### src/rtl/click_classifier_if.sv
// click_classifier_if: groups the press/tick inputs and the classification
// outputs of click_classifier.
//   CEI    prescaler tick, one CLK wide
//   PE     debounced press pulse, one CLK wide
//   SINGLE one-cycle pulse, single click classified
//   DOUBLE one-cycle pulse, double click classified
//   BUSY   first press waiting for a possible second press
//   SCNT   single click count, 4-bit wrap
//   DCNT   double click count, 4-bit wrap
// Modports: master drives CEI/PE and observes results; slave is the classifier.
interface click_classifier_if;
  logic       CEI;
  logic       PE;
  logic       SINGLE;
  logic       DOUBLE;
  logic       BUSY;
  logic [3:0] SCNT;
  logic [3:0] DCNT;

  modport master (
    output CEI, PE,
    input  SINGLE, DOUBLE, BUSY, SCNT, DCNT
  );

  modport slave (
    input  CEI, PE,
    output SINGLE, DOUBLE, BUSY, SCNT, DCNT
  );
endinterface

### src/rtl/click_classifier.sv
// click_classifier: classifies debounced presses as single or double clicks.
// A second press within WINDOW prescaler ticks of the first gives a double
// click; otherwise the window expiry gives a single click.
// Ports:
//   CLK  system clock, rising edge
//   CLR  asynchronous active-low reset
//   bus  click_classifier_if.slave (CEI, PE in; SINGLE, DOUBLE, BUSY,
//        SCNT, DCNT out, all registered)
// Parameters:
//   WINDOW  ticks in the double-click window, 1..2^CW-1
//   CW      tick counter width
module click_classifier #(
  parameter int unsigned WINDOW = 50,
  parameter int unsigned CW     = 8
) (
  input  logic               CLK,
  input  logic               CLR,
  click_classifier_if.slave  bus
);

  typedef enum logic {
    ST_IDLE,
    ST_WAIT
  } state_t;

  localparam logic [CW-1:0] LAST = CW'(WINDOW - 1);

  state_t        state;
  logic [CW-1:0] cnt;
  logic          single_q;
  logic          double_q;
  logic          busy_q;
  logic [3:0]    scnt_q;
  logic [3:0]    dcnt_q;

  // busy_q is kept as its own register mirroring state==ST_WAIT so BUSY
  // drops on the same edge that raises SINGLE or DOUBLE.
  always_ff @(posedge CLK or negedge CLR) begin
    if (!CLR) begin
      state    <= ST_IDLE;
      cnt      <= '0;
      single_q <= 1'b0;
      double_q <= 1'b0;
      busy_q   <= 1'b0;
      scnt_q   <= '0;
      dcnt_q   <= '0;
    end else begin
      single_q <= 1'b0;
      double_q <= 1'b0;
      case (state)
        ST_IDLE: begin
          // A tick coinciding with the first press is not counted.
          if (bus.PE) begin
            state  <= ST_WAIT;
            cnt    <= '0;
            busy_q <= 1'b1;
          end
        end
        ST_WAIT: begin
          // Press takes priority over a terminal tick in the same cycle.
          if (bus.PE) begin
            state    <= ST_IDLE;
            busy_q   <= 1'b0;
            double_q <= 1'b1;
            dcnt_q   <= dcnt_q + 4'd1;
          end else if (bus.CEI) begin
            if (cnt == LAST) begin
              state    <= ST_IDLE;
              busy_q   <= 1'b0;
              single_q <= 1'b1;
              scnt_q   <= scnt_q + 4'd1;
            end else begin
              cnt <= cnt + 1'b1;
            end
          end
        end
        default: begin
          state  <= ST_IDLE;
          busy_q <= 1'b0;
        end
      endcase
    end
  end

  assign bus.SINGLE = single_q;
  assign bus.DOUBLE = double_q;
  assign bus.BUSY   = busy_q;
  assign bus.SCNT   = scnt_q;
  assign bus.DCNT   = dcnt_q;

endmodule
### src/flat_wrapper.sv
// flat-port wrapper written by rule: the top's interface ports become plain ports
module click_classifier_flat 
#(
  parameter int unsigned WINDOW = 50,
  parameter int unsigned CW     = 8
)
  (CLK, CLR, bus_CEI, bus_PE, bus_SINGLE, bus_DOUBLE, bus_BUSY, bus_SCNT, bus_DCNT);
  click_classifier_if bus_i ();
  input  logic CLK;
  input  logic CLR;
  input wire logic [$bits(bus_i.CEI)-1:0] bus_CEI;
  input wire logic [$bits(bus_i.PE)-1:0] bus_PE;
  output wire logic [$bits(bus_i.SINGLE)-1:0] bus_SINGLE;
  output wire logic [$bits(bus_i.DOUBLE)-1:0] bus_DOUBLE;
  output wire logic [$bits(bus_i.BUSY)-1:0] bus_BUSY;
  output wire logic [$bits(bus_i.SCNT)-1:0] bus_SCNT;
  output wire logic [$bits(bus_i.DCNT)-1:0] bus_DCNT;
  assign bus_i.CEI = bus_CEI;
  assign bus_i.PE = bus_PE;
  assign bus_SINGLE = bus_i.SINGLE;
  assign bus_DOUBLE = bus_i.DOUBLE;
  assign bus_BUSY = bus_i.BUSY;
  assign bus_SCNT = bus_i.SCNT;
  assign bus_DCNT = bus_i.DCNT;
  click_classifier #(.WINDOW(WINDOW), .CW(CW)) u_core (.CLK(CLK), .CLR(CLR), .bus(bus_i));
endmodule
### config.mk
export PLATFORM = sky130hd
export DESIGN_NAME = click_classifier_flat
export DESIGN_NICKNAME = d
export VERILOG_FILES = /design/src/rtl/click_classifier_if.sv /design/src/rtl/click_classifier.sv /design/src/flat_wrapper.sv
export SDC_FILE = /design/constraint.sdc
export NUM_CORES = 1
export LEC_CHECK = 0
export CAP_MARGIN = 15
export CORE_MARGIN = 1.5
export CORE_UTILIZATION = 50
export DETAILED_ROUTE_END_ITERATION = 16
export HOLD_SLACK_MARGIN = 0.08
export PLACE_DENSITY = 0.75
export SETUP_SLACK_MARGIN = 0.5
export SYNTH_ARGS = -nofsm -noshare
export SYNTH_HDL_FRONTEND = slang
export SYNTH_SLANG_ARGS = --single-unit
export TNS_END_PERCENT = 1
### constraint.sdc
create_clock -name CLK -period 2.5 [get_ports CLK]
set_input_delay 0.25 -clock CLK [delete_from_list [all_inputs] [get_ports CLK]]
set_output_delay 0.25 -clock CLK [all_outputs]
set_load 0.005 [all_outputs]
==> results.tsv <==
metric	value	unit
outcome	finished clean	
final worst path period share	77.9	%
vias per cell	5.36	
Hold Slack	443	ps
flops & latches, synth	20	
syn_area_per_cell	11.6	um2
Synth Net Count	92	
Setup TNS Final	0	ps
Cell Area, Placed	0.00113	mm2
# rows	15	
total congestion overflow	0	
Post-synth top cells	20 x dfrtp_1, 8 x nand2_1, 6 x o21ai_0	
pre-CTS WS	501	ps
fin util	67.4	%
Power per Cell Area	736	mW/mm2
clock period minus worst slack	1950	ps
port bufs	14	
synth top area cells	dfrtp_1 52%, ha_1 6.5%, xnor2_1 3.6%, mux2_2 3.5%, o21ai_0 3.1%	
final RePlAce weighted congestion	0.754	
final hold vios	0	
RSZ-0062 raised after global routing	yes	
Clk pin slew, worst setup/hold paths	120	ps
first-pass iteration count of the detailed router	4	
DR WL met3	55	um
Critical Path, Cell by Cell	inv_1 > ha_1 > or4b_4 > o2111ai_4 > a211oi_1 > a211o_1	
cell area after synthesis	963	um2
Max Fclk	513	MHz
worst path arrival time	2150	ps
share of the synthesized area in the top cell type	51.9	%
asr flop ratio synth	100	%
clock root buffer	clkbuf_4	
crit path launch type	flop	
crit-path max FO	10	
total CTS buffers	3	
worst-skew pair later-pin latency	300	ps
CTS tree	done	
Net count, final	110	
critical path endpoint category	flop	
initial drt markers	10	
routed wire length per instance	13.3	um
Post-DRT Antenna Nets	0	
Synthesis Warnings	0	
fin worst setup slack	552	ps
via count	670	
Clock Tree Buf Depth	2	
cell with the most instances after synthesis	dfrtp_1	
Final Instance Area	0.00119	mm2
DR WL met2	809	um
worst endpoint required time	2700	ps
Cells after Synth	83	
share of layout cells above drive strength 1	11.0	%
antenna violations before repair	0	
setup bufs post-CTS	0	
Unique masters post-synth	29	
H-Tree Level Count	1	
Die X	46.9	um
pin count of the biggest net entering global routing	21	
critical path class	flop to flop	
synthesis-to-layout area growth	23.5	%
clock skew	2.48	ps
drt total wl	1660	um
ANT cells	0	
GRT Util Overall	16.6	%
Post-synth EDFFs	0	
Slew headroom	39.8	%
VDD IR-drop max	0.000579	V
M1 WL	773	um
slowest CP cell	or4b_4	
critical path's largest stage delay	510	ps
clock sink count	20	
# DRC	0	
post-DP HPWL	1210	um
Final setup viols	0	
Hold-fix buffers, CTS	0	
Slew @ Worst Pin	901	ps
max-slew violations	0	
Hold Crit Class	input pin to async pin	
I/O pin cnt	15	
vias in the first global route	606	
first-pass GRT wire length	2600	um
die area	0.00220	mm2
post-synth top area cell	dfrtp_1	
Leak	0.509	nW
max_cap viols	0	
Core ar.	0.00176	mm2
Die Height	46.9	um
Initial Util	54.6	%
Most used DFF post-synth	dfrtp_1	
Seq/Total Area, Yosys	51.9	%
top routing layer used	met4	
==> cell usage in the layout, fill, tap and decap left out, drive strengths merged <==
cell,Yosys,layout
o221ai,1,1
clkbuf,1,3
inv,3,3
nand2,8,8
or4b,1,1
xor2,2,2
nand3b,1,1
a21o,1,1
o211ai,1,1
ha,5,5
a21oi,2,2
xnor2,4,4
nand4b,1,1
or3,2,2
nand4,3,3
o2111ai,1,1
nor4,1,1
nand2b,1,1
and2,1,1
mux2,3,3
nor2,5,5
o31ai,1,1
o22a,2,2
and4,1,1
a211oi,1,1
bufinv,0,1
nand3,3,3
clkdlybuf4s50,0,14
dfrtp,20,20
a211o,1,1
o21ai,6,6
==> final timing paths <==
path                                       to  cells after the start  slack (ps)               start
max in group asynchronous       u_core.cnt[3]                      1        1510                 CLR
min in group CLK           u_core.bus.DCNT[3]                      1         480  u_core.bus.DCNT[3]
max                             u_core.cnt[5]                      6         550       u_core.cnt[1]
min                        u_core.bus.DCNT[3]                      1         440                 CLR
max reg2reg                     u_core.cnt[5]                      6         550       u_core.cnt[1]
min reg2reg                u_core.bus.DCNT[3]                      1         480  u_core.bus.DCNT[3]
==> flip-flops by register name, summed over array words and instances (netlist names) <==
name	count
u_core.bus.BUSY	1
u_core.bus.DCNT	4
u_core.bus.DOUBLE	1
u_core.bus.SCNT	4
u_core.bus.SINGLE	1
u_core.cnt	8
u_core.state	1
==> critical path: cells and delay by family, from the launching register on <==
kind                     cells  cell delay [ps]
buffers and inverters        1               70
AND/OR/NAND/NOR              1              510
AO/OA/AOI/OAI                3              700
flip-flops                   1              430
adder cells (fa/ha/maj)      1              120
==> report_power, final <==
group	internal [mW]	total, mW	switching (mW)
clock	0.162	0.264	0.102
combinational	0.118	0.194	0.0761
sequential	0.370	0.417	0.0476
total	0.650	0.876	0.226
==> repair_timing <==
action / in CTS / in global routing
pin swaps: 0 / 1
setup endpoints to repair: 3 / 4
gates resized for setup: 1 / 0
==> stage by stage <==
| step | instances | power [mW] |
|---|---|---|
| 2_1_floorplan | 83 | 0.513 |
| 3_3_place_gp | 121 | 0.612 |
| 4_1_cts | 125 | 0.885 |
| 5_1_grt | 125 | 0.919 |
| 3_5_place_dp | 121 | 0.619 |
| 6_report | 125 | 0.876 |
==> per-layer routing <==
metal  GRT usage [%]  up-vias
met1            21.4      317
met2            28.5       12
met4            5.00        0
li1                -      337
met5               0        -
met3            2.69        4
==> cell families (layout without fill, tap and decap cells) <==
family          Yosys count  after routing  synth area share [%]
compound gates           17             17                  13.6
xor+xnor                  6              6                  5.45
flops                    20             20                  51.9
mux                       3              3                  3.51
fa+ha+maj                 5              5                  6.49
simple gates             28             28                  17.4
buf+inv                   4             21                  1.56
==> final cells by class <==
| cell class | count | area (um2) |
|---|---|---|
| well taps | 25 | 31.3 |
| flip-flops and latches | 20 | 500 |
| fillers | 145 | 574 |
| multi-input cells | 59 | 454 |
| repair buffers | 14 | 140 |
| clock buffers | 3 | 22.5 |
| inverters | 3 | 11.3 |
| clock inverters | 1 | 30.0 |
Note: power is estimated with default switching activity, not from simulation.
==> patch: new RTL, same flow settings <==
`WINDOW` is set to 50 in 2 places; all go to 25.
--- a/src/rtl/click_classifier.sv
+++ b/src/rtl/click_classifier.sv
@@ -10,7 +10,7 @@
 //   WINDOW  ticks in the double-click window, 1..2^CW-1
 //   CW      tick counter width
 module click_classifier #(
-  parameter int unsigned WINDOW = 50,
+  parameter int unsigned WINDOW = 25,
   parameter int unsigned CW     = 8
 ) (
   input  logic               CLK,
--- a/src/flat_wrapper.sv
+++ b/src/flat_wrapper.sv
@@ -1,7 +1,7 @@
 // flat-port wrapper written by rule: the top's interface ports become plain ports
 module click_classifier_flat 
 #(
-  parameter int unsigned WINDOW = 50,
+  parameter int unsigned WINDOW = 25,
   parameter int unsigned CW     = 8
 )
   (CLK, CLR, bus_CEI, bus_PE, bus_SINGLE, bus_DOUBLE, bus_BUSY, bus_SCNT, bus_DCNT);
Function: same outputs for any inputs over 10 cycles, from zero or initial values; that may be too few to reach the edited logic, so the function may still have changed.
==> patch against the original RTL <==
- largest cell class unchanged
- clock power is 31% lower
- worst setup slack better by 0.10 ns
- power is 2.0% lower
- cell area is 1.3% lower
- highest routed layer unchanged
- largest power group unchanged
- wire length is 7.5% higher
- sequential cell count stayed put
- area after synthesis stayed put
==> patch: results (changes against the original RTL) <==
status=completed (unchanged); dpl ws=0.427 ns (was 0.501 ns); grt met2 use=32.3% (was 28.5%); post-DR vias/cell=5.69 (was 5.36); synth cell count leaders=20 x dfrtp_1, 11 x nand2_1, 5 x a21oi_1, 5 x ha_1, 5 x nand4_1 (was 20 x dfrtp_1, 8 x nand2_1, 6 x o21ai_0); worst slew pin tran=0.429 ns (was 0.901 ns); peak supply drop=0.566 mV (was 0.579 mV); fill cell count=148 (was 145); Clock Latency Late Sink=0.30 ns (about the same); Worst path slowest cell=nor4_4 (was or4b_4); largest cells by area after synthesis=dfrtp_1 52%, ha_1 6.5%, nand2_1 4.3% (was dfrtp_1 52%, ha_1 6.5%, xnor2_1 3.6%); Fin Clk Skew=0.00642 ns (was 0.00248 ns); Total GRT Usage=19.9% (was 16.6%); Yosys warnings=0 (unchanged); Clk pin slew, worst setup/hold paths=0.11 ns; first-pass GRT wire length=3.08 mm (was 2.60 mm); Antenna diodes=0 (unchanged); M1 GR Usage=27.3% (was 21.4%); leakage=0.546 nW (was 0.509 nW); Final GP Congestion=0.895 (was 0.754); met2 wire len=858 um (was 809 um); drt wl/cell=13.7 um (was 13.3 um); hpwl dp=1.34 mm (was 1.21 mm); Post-Layout Cell Count=130 (was 125); nets=115 (was 110); met3 WL=99 um (was 55 um); reg2reg path depth=5 (was 6); share of layout cells above drive strength 1=9.52% (was 11.0%); post-route cell area=0.00117 mm^2 (was 0.00119 mm^2); DP Area=0.00114 mm^2 (was 0.00113 mm^2); # resized after CTS=0 (was 1); number of buffers created by CTS=3 (unchanged); met3 usage=5.77% (was 2.69%); vias in the first global route=698 (was 606); Mapped Cells=87 (was 83); Arr. time, crit path=2.04 ns (was 2.15 ns); met1 WL=821 um (was 773 um); post-synth net total=96 (was 92); Iter 0 DRT Violations=28 (was 10); top fanout value on the critical path=5 (was 10)
==> patch: changes by cell type after synthesis, sizes merged, moves of 2 or more <==
| cell | delta |
|---|---|
| a22o | +2 |
| o21ai | -3 |
| nand2 | +3 |
| a21oi | +3 |
| nor2 | -2 |
| nand4 | +2 |
| and3 | +4 |
| nand3 | -2 |
==> patch: where the power goes <==
group	total [mW]	internal (mW)	switching (mW)
Combinational	0.230	0.137	0.0937
Sequential	0.445	0.380	0.0647
Clock	0.183	0.0889	0.0945
Total	0.858	0.606	0.253
==> patch: cell families after synthesis <==
family	Yosys count	share of synthesized area (%)
multiplexers	3	3.51
AND/OR/NAND/NOR	31	18.8
XOR/XNOR	6	5.45
AO/OA/AOI/OAI	17	11.8
flip-flops	20	51.9
adder cells (fa/ha/maj)	5	6.49
buffers and inverters	5	1.95
==> patch: critical path, delay by kind of cell, from the launching register on <==
family                   cells  cell delay [ns]
AND/OR/NAND/NOR              2             0.71
buffers and inverters        1             0.08
adder cells (fa/ha/maj)      1             0.14
flip-flops                   1             0.43
multiplexers                 1             0.38
==> patch: worst paths after layout <==
path | from | end | slack, ns
setup / recovery | u_core.cnt[0] | u_core.bus.SCNT[1] | 0.66
hold / removal | CLR | u_core.state | 0.27
setup reg to reg | u_core.cnt[0] | u_core.bus.SCNT[1] | 0.66
hold reg to reg | u_core.bus.DCNT[3] | u_core.bus.DCNT[3] | 0.50
max in group asynchronous | CLR | u_core.cnt[5] | 2.02
min in group CLK | u_core.bus.DCNT[3] | u_core.bus.DCNT[3] | 0.50
==> patch: final cells by class <==
type	instances	area share, %
Clock buffer	4	3.09
Sequential cell	20	42.6
Multi-Input combinational cell	62	37.8
Inverter	4	1.28
Tap cell	25	2.66
Timing Repair Buffer	15	12.6
